`config.mk`:
```
export PLATFORM = sky130hd
export DESIGN_NAME = ram_hex_display
export DESIGN_NICKNAME = d
export VERILOG_FILES = /design/src/rtl/ram_hex_display.sv
export SDC_FILE = /design/constraint.sdc
export NUM_CORES = 1
export LEC_CHECK = 0
export ABC_AREA = 1
export CORE_UTILIZATION = 55
export DETAILED_ROUTE_END_ITERATION = 10
export GPL_ROUTABILITY_DRIVEN = 0
export HOLD_SLACK_MARGIN = 0.08
export PLACE_DENSITY = 0.9
export SLEW_MARGIN = 20
export SYNTH_ARGS = -nofsm -noshare
export SYNTH_HDL_FRONTEND = slang
export SYNTH_SLANG_ARGS = --single-unit
```
`constraint.sdc`:
```
create_clock -name clk -period 2 [get_ports clk]
set_input_delay 0.2 -clock clk [delete_from_list [all_inputs] [get_ports clk]]
set_output_delay 0.2 -clock clk [all_outputs]
set_load 0.01 [all_outputs]
```
`src/rtl/ram_hex_display.sv`:
```
// Shows one 32-bit RAM word as two alternating 16-bit pages on four hex digits,
// the low address byte on two more, and a timed write-activity indicator.
module ram_hex_display #(
    parameter int unsigned TICK_DIV   = 25000000,
    parameter int unsigned PAGE_TICKS = 2,
    parameter int unsigned WR_TICKS   = 2
) (
    input  logic        clk,
    input  logic        reset,
    input  logic [31:0] q,
    input  logic [15:0] address,
    input  logic        wrenable,
    input  logic        hold,
    output logic [6:0]  hex0,
    output logic [6:0]  hex1,
    output logic [6:0]  hex2,
    output logic [6:0]  hex3,
    output logic [6:0]  hex4,
    output logic [6:0]  hex5,
    output logic        page,
    output logic        led_wr
);

    localparam int unsigned PW = (TICK_DIV > 1)   ? $clog2(TICK_DIV)   : 1;
    localparam int unsigned TW = (PAGE_TICKS > 1) ? $clog2(PAGE_TICKS) : 1;
    localparam int unsigned WW = (WR_TICKS > 0)   ? $clog2(WR_TICKS + 1) : 1;

    typedef enum logic {
        SHOW_LO,
        SHOW_HI
    } page_state_t;

    logic [PW-1:0] presc;
    logic          tick;
    logic [31:0]   data_r;
    logic [15:0]   addr_r;
    page_state_t   state;
    logic [TW-1:0] tcnt;
    logic          wr_prev;
    logic          wr_rise;
    logic [WW-1:0] wcnt;
    logic [15:0]   half;

    function automatic logic [6:0] seg7(input logic [3:0] n);
        logic [6:0] s;
        case (n)
            4'h0:    s = 7'b1000000;
            4'h1:    s = 7'b1111001;
            4'h2:    s = 7'b0100100;
            4'h3:    s = 7'b0110000;
            4'h4:    s = 7'b0011001;
            4'h5:    s = 7'b0010010;
            4'h6:    s = 7'b0000010;
            4'h7:    s = 7'b1111000;
            4'h8:    s = 7'b0000000;
            4'h9:    s = 7'b0010000;
            4'hA:    s = 7'b0001000;
            4'hB:    s = 7'b0000011;
            4'hC:    s = 7'b1000110;
            4'hD:    s = 7'b0100001;
            4'hE:    s = 7'b0000110;
            default: s = 7'b0001110;
        endcase
        return s;
    endfunction

    assign tick    = (presc == PW'(TICK_DIV - 1));
    assign wr_rise = wrenable & ~wr_prev;
    assign half    = (state == SHOW_HI) ? data_r[31:16] : data_r[15:0];

    // Prescaler free-runs regardless of hold.
    always_ff @(posedge clk or negedge reset) begin
        if (!reset) begin
            presc <= '0;
        end else if (tick) begin
            presc <= '0;
        end else begin
            presc <= presc + PW'(1);
        end
    end

    always_ff @(posedge clk or negedge reset) begin
        if (!reset) begin
            data_r <= '0;
            addr_r <= '0;
        end else if (!hold) begin
            data_r <= q;
            addr_r <= address;
        end
    end

    // Address change beats a coincident tick and restarts on the low page.
    always_ff @(posedge clk or negedge reset) begin
        if (!reset) begin
            state <= SHOW_LO;
            tcnt  <= '0;
        end else if (!hold) begin
            if (address != addr_r) begin
                state <= SHOW_LO;
                tcnt  <= '0;
            end else if (tick) begin
                if (tcnt == TW'(PAGE_TICKS - 1)) begin
                    tcnt  <= '0;
                    state <= (state == SHOW_LO) ? SHOW_HI : SHOW_LO;
                end else begin
                    tcnt <= tcnt + TW'(1);
                end
            end
        end
    end

    always_ff @(posedge clk or negedge reset) begin
        if (!reset) begin
            wr_prev <= 1'b0;
            wcnt    <= '0;
            led_wr  <= 1'b0;
        end else begin
            wr_prev <= wrenable;
            if (wr_rise) begin
                led_wr <= 1'b1;
                wcnt   <= WW'(WR_TICKS);
            end else if (tick && (wcnt != '0)) begin
                wcnt <= wcnt - WW'(1);
                if (wcnt == WW'(1)) begin
                    led_wr <= 1'b0;
                end
            end
        end
    end

    always_ff @(posedge clk or negedge reset) begin
        if (!reset) begin
            hex0 <= '1;
            hex1 <= '1;
            hex2 <= '1;
            hex3 <= '1;
            hex4 <= '1;
            hex5 <= '1;
            page <= 1'b0;
        end else begin
            hex0 <= seg7(half[3:0]);
            hex1 <= seg7(half[7:4]);
            hex2 <= seg7(half[11:8]);
            hex3 <= seg7(half[15:12]);
            hex4 <= seg7(addr_r[3:0]);
            hex5 <= seg7(addr_r[7:4]);
            page <= (state == SHOW_HI);
        end
    end

endmodule
```
Word-level counts from Yosys, hierarchy flattened
Memories as Yosys holds them, arrays and structs flattened. A register that Yosys moved wholly into a read port is not among the register bits.
Index checks and enable logic that the tools add are counted.
{"block": "totals", "register_bits": 80, "input_bits": 52, "output_inout_bits": 44, "mem_bits_ro": 672, "memories": 6, "elab_cells": 53}
{"block": "classes", "mux": 14, "reduce_logical": 15, "bitwise": 3, "addsub": 3, "n_eq_ne": 3}
{"name": "(no name shown)", "depth": 16, "word_bits": 7, "rd": 1, "rd_ports_with_merged_regs": 1, "wr": 0, "line": "46", "source": "case (n)"}
{"name": "(no name shown)", "depth": 16, "word_bits": 7, "rd": 1, "rd_ports_with_merged_regs": 1, "wr": 0, "line": "46"}
{"name": "(no name shown)", "depth": 16, "word_bits": 7, "rd": 1, "rd_ports_with_merged_regs": 1, "wr": 0, "line": "46"}
{"name": "(no name shown)", "depth": 16, "word_bits": 7, "rd": 1, "rd_ports_with_merged_regs": 1, "wr": 0, "line": "46"}
{"name": "(no name shown)", "depth": 16, "word_bits": 7, "rd": 1, "rd_ports_with_merged_regs": 1, "wr": 0, "line": "46"}
{"name": "(no name shown)", "depth": 16, "word_bits": 7, "rd": 1, "rd_ports_with_merged_regs": 1, "wr": 0, "line": "46"}
{"cell": "adder 25 x 1 -> 25 bit (second input constant)", "n": 1}
{"cell": "== test 25 bit (second input constant)", "n": 1}
{"cell": "two-way mux 25 bit", "n": 1}
{"cell": "two-way mux 16 bit", "n": 1}
{"cell": "!= test 16 bit", "n": 1}
{"cell": "two-way mux 1 bit", "n": 10}
{"cell": "nonzero test 2 bit", "n": 5}
{"cell": "logical NOT 1 bit", "n": 6}
{"cell": "two-way mux 2 bit", "n": 2}
{"cell": "AND reduction 2 bit", "n": 2}
{"cell": "AND reduction 3 bit", "n": 1}
{"cell": "== test 2 x 1 -> 1 bit (second input constant)", "n": 1}
{"cell": "NOT 1 bit", "n": 2}
{"cell": "subtractor 2 x 1 -> 2 bit (second input constant)", "n": 1}
{"cell": "adder 1 bit (second input constant)", "n": 1}
{"cell": "AND 1 bit", "n": 1}
{"cell": "logical AND 1 bit", "n": 1}

Longest topological paths before layout
Gate-level depths: netlist (run 1).
{"block": "depth", "ltp_word": 4, "depth_mapped": 10, "mapped_depth_nobuf": 10}

Least setup slack after synthesis (run 1)
No wires, ideal clock.
{"block": "synth_timing", "kind": "flip-flop to flip-flop", "startpoint": "reg state", "endpoint": "reg hex0[0]", "slack_ns": 0.217, "arrival_ns": 1.687, "path_buffers": 2, "setup_ns": 0.096, "path_stages_with_launch": 9, "t_required_ns": 1.904, "cell_sequence": "dfrtp_1 > buf_6 > buf_6 > nand2_1 > o21ai_1 > inv_1 > ha_1 > o21ai_1 > o221ai_1"}
{"block": "synth_via", "elab_chain_cells": 1}
{"item": "start: declaration", "line": "37", "source": "page_state_t state;"}
{"item": "start signal: assignment", "line": "104", "source": "state <= (state == SHOW_LO) ? SHOW_HI : SHOW_LO;"}
{"item": "two-way mux 16 bit", "line": "69", "source": "assign half = (state == SHOW_HI) ? data_r[31:16] : data_r[15:0];"}
{"item": "end: declaration", "line": "14", "source": "output logic [6:0] hex0,"}
No other way between the ends.
A chain may end at the register's enable or synchronous reset.

Worst setup path after layout (run 1)
{"block": "layout_timing", "startpoint": "reg presc[0]", "endpoint": "reg presc[20]"}
{"block": "layout_via", "elab_chain_cells": 2}
{"item": "start: declaration", "line": "33", "source": "logic [PW-1:0] presc;"}
{"item": "start signal: assignment", "line": "78", "source": "presc <= presc + PW'(1);"}
{"item": "adder 25 x 1 -> 25 bit or == test 25 bit (tied branches)", "line": "78, 67"}
{"item": "two-way mux 25 bit (*)", "line": "75", "source": "end else if (tick) begin"}
Every way passes the cells marked *; elsewhere a longest branch is shown, timed or not.

==> flow_summary.yaml, run 1 <==
synthesis:
  synth_common_cells: "nand2_1, inv_1, dfrtp_1"
  yosys-top-cells-area: "dfrtp_1, dfstp_2, nand2_1"
  synthFlopType: "dfrtp_1"
  ys_ff_latch: 122
  synth_cells: 802
  async_flop_share_pct: 100
  synth_top_cell_area_share_pct: 31.1
  synth_nets: 893
  synth_edf_count: 0
  synth_area_um2: 6440
  syn_area_per_cell_um2: 8.03
  synth_seq_area_share_pct: 48.2
  yosysMostFrequentCell: "nand2_1"
  yosysTopAreaCell: "dfrtp_1"
  netlist-cell-type-count: 35
  yosysWarnings: 0
floorplanning:
  fp-row-count: 39
  die_h_um: 110
  start_util_pct: 56.4
  die_area_um2: 12100
  fp.coreArea_um2: 11400
  die_x_um: 110
  ioPinCount: 96
cts:
  clk_pin_slew_ns: 0.06
  htree_levels: 4
  clock-root-buffer: "clkbuf_16"
  cts.path.max_buffers: 2
  numCtsBuffers: 17
  cts_num_sinks: 122
  cts_tree: "built"
  clk_latency_ns: 0.41
timing:
  period_share_pct: 91.7
  slew_viol_final: 0
  relSlewSlack_pct: 68.0
  rsz0062_at_grt: "no"
  fin_skew_ns: 0.00484
  hold_viol: 0
  max_freq_mhz: 545
  setup_viol: 0
  worst_slew_pin_slew_ns: 0.480
  timing.setup.tns_ns: 0
  layout_min_cycle_time_ns: 1.83
grt:
  grt-ovfl-total: 0
  grt_max_degree: 61
  antenna_found_initial: 0
  grt_pass1_wl_um: 22800
  grt_pass1_vias: 5140
  track_usage_pct: 24.6
pwr:
  total_leakage_power_nw: 3.95
  power_density_nw_per_um2: 869
  finalPower_mw: 7.09
  ir_worst_vdd_mv: 0.768
finish:
  diodes: 0
  stdcell_count: 1060
  drive_gt1_share_pct: 12.3
  fin_nets: 995
  area_growth_pct: 26.7
worst_setup_path:
  cp.required_ns: 2.30
  cp.arrival_ns: 2.13
  path_max_fanout: 4
  worst-setup-path-type: "flip-flop to flip-flop"
  crit_path_start_kind: "flip-flop"
  endpoint_kind: "flip-flop"
drt:
  dr.first_iter.drc_count: 397
  wl_per_cell_um: 13.3
  route.detailed.drc: 0
  vias_per_cell: 5.27
  wirelength_um: 14100
  drtAntennaViolNets: 0
  first_pass_iters: 5
  vias: 5581
place:
  dp_hpwl_um: 9700
  place_inst: 1027
  port_buffers: 95
min_path:
  min_path_type: "input pin to flip-flop"
status:
  status: "finished, final reports clean"
job:
  drv_cap: 0
-- cells in the final DEF (no fill, tap or decap), drive strengths merged --
cell,Yosys,routed
a211oi,1,1
a21oi,20,20
a31oi,4,4
a32o,1,1
buf,5,8
bufinv,0,3
clkbuf,14,19
clkdlybuf4s50,0,93
clkinv,1,7
clkinvlp,0,4
dfrtp,80,80
dfstp,42,42
dlygate4sd3,0,1
ha,39,39
inv,110,110
nand2,255,255
nand3,30,30
nand3b,2,2
nand4,5,5
nor2,62,62
nor3,14,14
o2111ai,1,1
o211ai,1,1
o21a,1,1
o21ai,98,98
o221ai,5,5
o22ai,4,4
o311ai,1,1
o31ai,1,1
o32ai,1,1
xor2,4,4
-- cell families after synthesis --
group / after synthesis / synth area share, %
AO/OA/AOI/OAI: 139 / 12.8
XOR/XNOR: 4 / 0.544
adder cells (fa/ha/maj): 39 / 7.58
buffers and inverters: 130 / 8.00
flip-flops: 122 / 48.2
AND/OR/NAND/NOR: 368 / 22.8
-- flip-flops by register name (all words and copies together) (netlist names) --
name / cells
presc: 25
hex2: 7
hex1: 7
data_r: 32
wcnt: 2
wr_prev: 1
page: 1
hex3: 7
hex0: 7
hex5: 7
hex4: 7
addr_r: 16
tcnt: 1
state: 1
led_wr: 1
-- cell type report --
cell class,count,area [um^2]
fillers,834,3260
flip-flops and latches,122,3110
multi-input cells,550,2830
repair buffers,102,1020
clock buffers,19,453
inverters,111,419
well taps,143,179
clock inverters,13,150
-- path summary, 6_finish.rpt --
check	from	endpoint	slack (ns)	depth (start not counted)
max	presc[0]	presc[20]	0.17	10
min	hold	state	0.17	4
max reg2reg	presc[0]	presc[20]	0.17	10
min reg2reg	tcnt	tcnt	0.48	2
max in group asynchronous	reset	hex1[1]	0.95	3
min in group asynchronous	reset	addr_r[4]	0.31	2
-- layer usage --
layer  vias to the layer above  share of wire [%]  global-route usage, %
met3                        18                4.8                   7.17
met4                         0                1.4                   8.65
li1                       2753                  -                      -
met2                       168                 49                   40.4
met5                         -                  0                      0
met1                      2642                 45                   31.2
-- timing repair --
item                                    CTS  global route
setup buffers                             0             0
resized for setup                         0             3
hold buffers                              1             0
endpoints found under the hold margin    19             0
endpoints found under the setup margin    0             8
-- metrics by stage --
stage          worst slack, ns  hold WS, ns  area, um^2  utilization [%]
3_3_place_gp             0.246        0.190        7540             66.0
5_1_grt                0.00531        0.205        8160             71.5
2_1_floorplan            0.217      -0.0956        6440                -
6_report                 0.166        0.172        8160             71.5
3_5_place_dp             0.180        0.193        7540             66.0
4_1_cts                  0.143        0.161        8150             71.4
-- critical path, stage by stage, from the launching register on --
cell and delay [ns]:
dfrtp_1 0.38, ha_1 0.21, nand3_1 0.13, nor2_1 0.18, nand3_1 0.19, inv_1 0.18
nand2_1 0.07, nor2_1 0.16, nand3_1 0.09, nand2_1 0.07, a21oi_1 0.04
-- where the power goes --
| group | switching, mW | internal (mW) |
|---|---|---|
| registers | 0.117 | 2.78 |
| logic | 0.583 | 0.520 |
| clock network | 1.09 | 2.01 |
No activity file was read; power rests on OpenSTA's default activity.
==> run 2: changes to the inputs <==
--- a/config.mk
+++ b/config.mk
@@ -11,7 +11,6 @@
 export GPL_ROUTABILITY_DRIVEN = 0
 export HOLD_SLACK_MARGIN = 0.08
 export PLACE_DENSITY = 0.9
-export SLEW_MARGIN = 20
 export SYNTH_ARGS = -nofsm -noshare
 export SYNTH_HDL_FRONTEND = slang
 export SYNTH_SLANG_ARGS = --single-unit
==> results of run 2 <==
No change in the layout: final DEF, timing and power equal those of run 1.
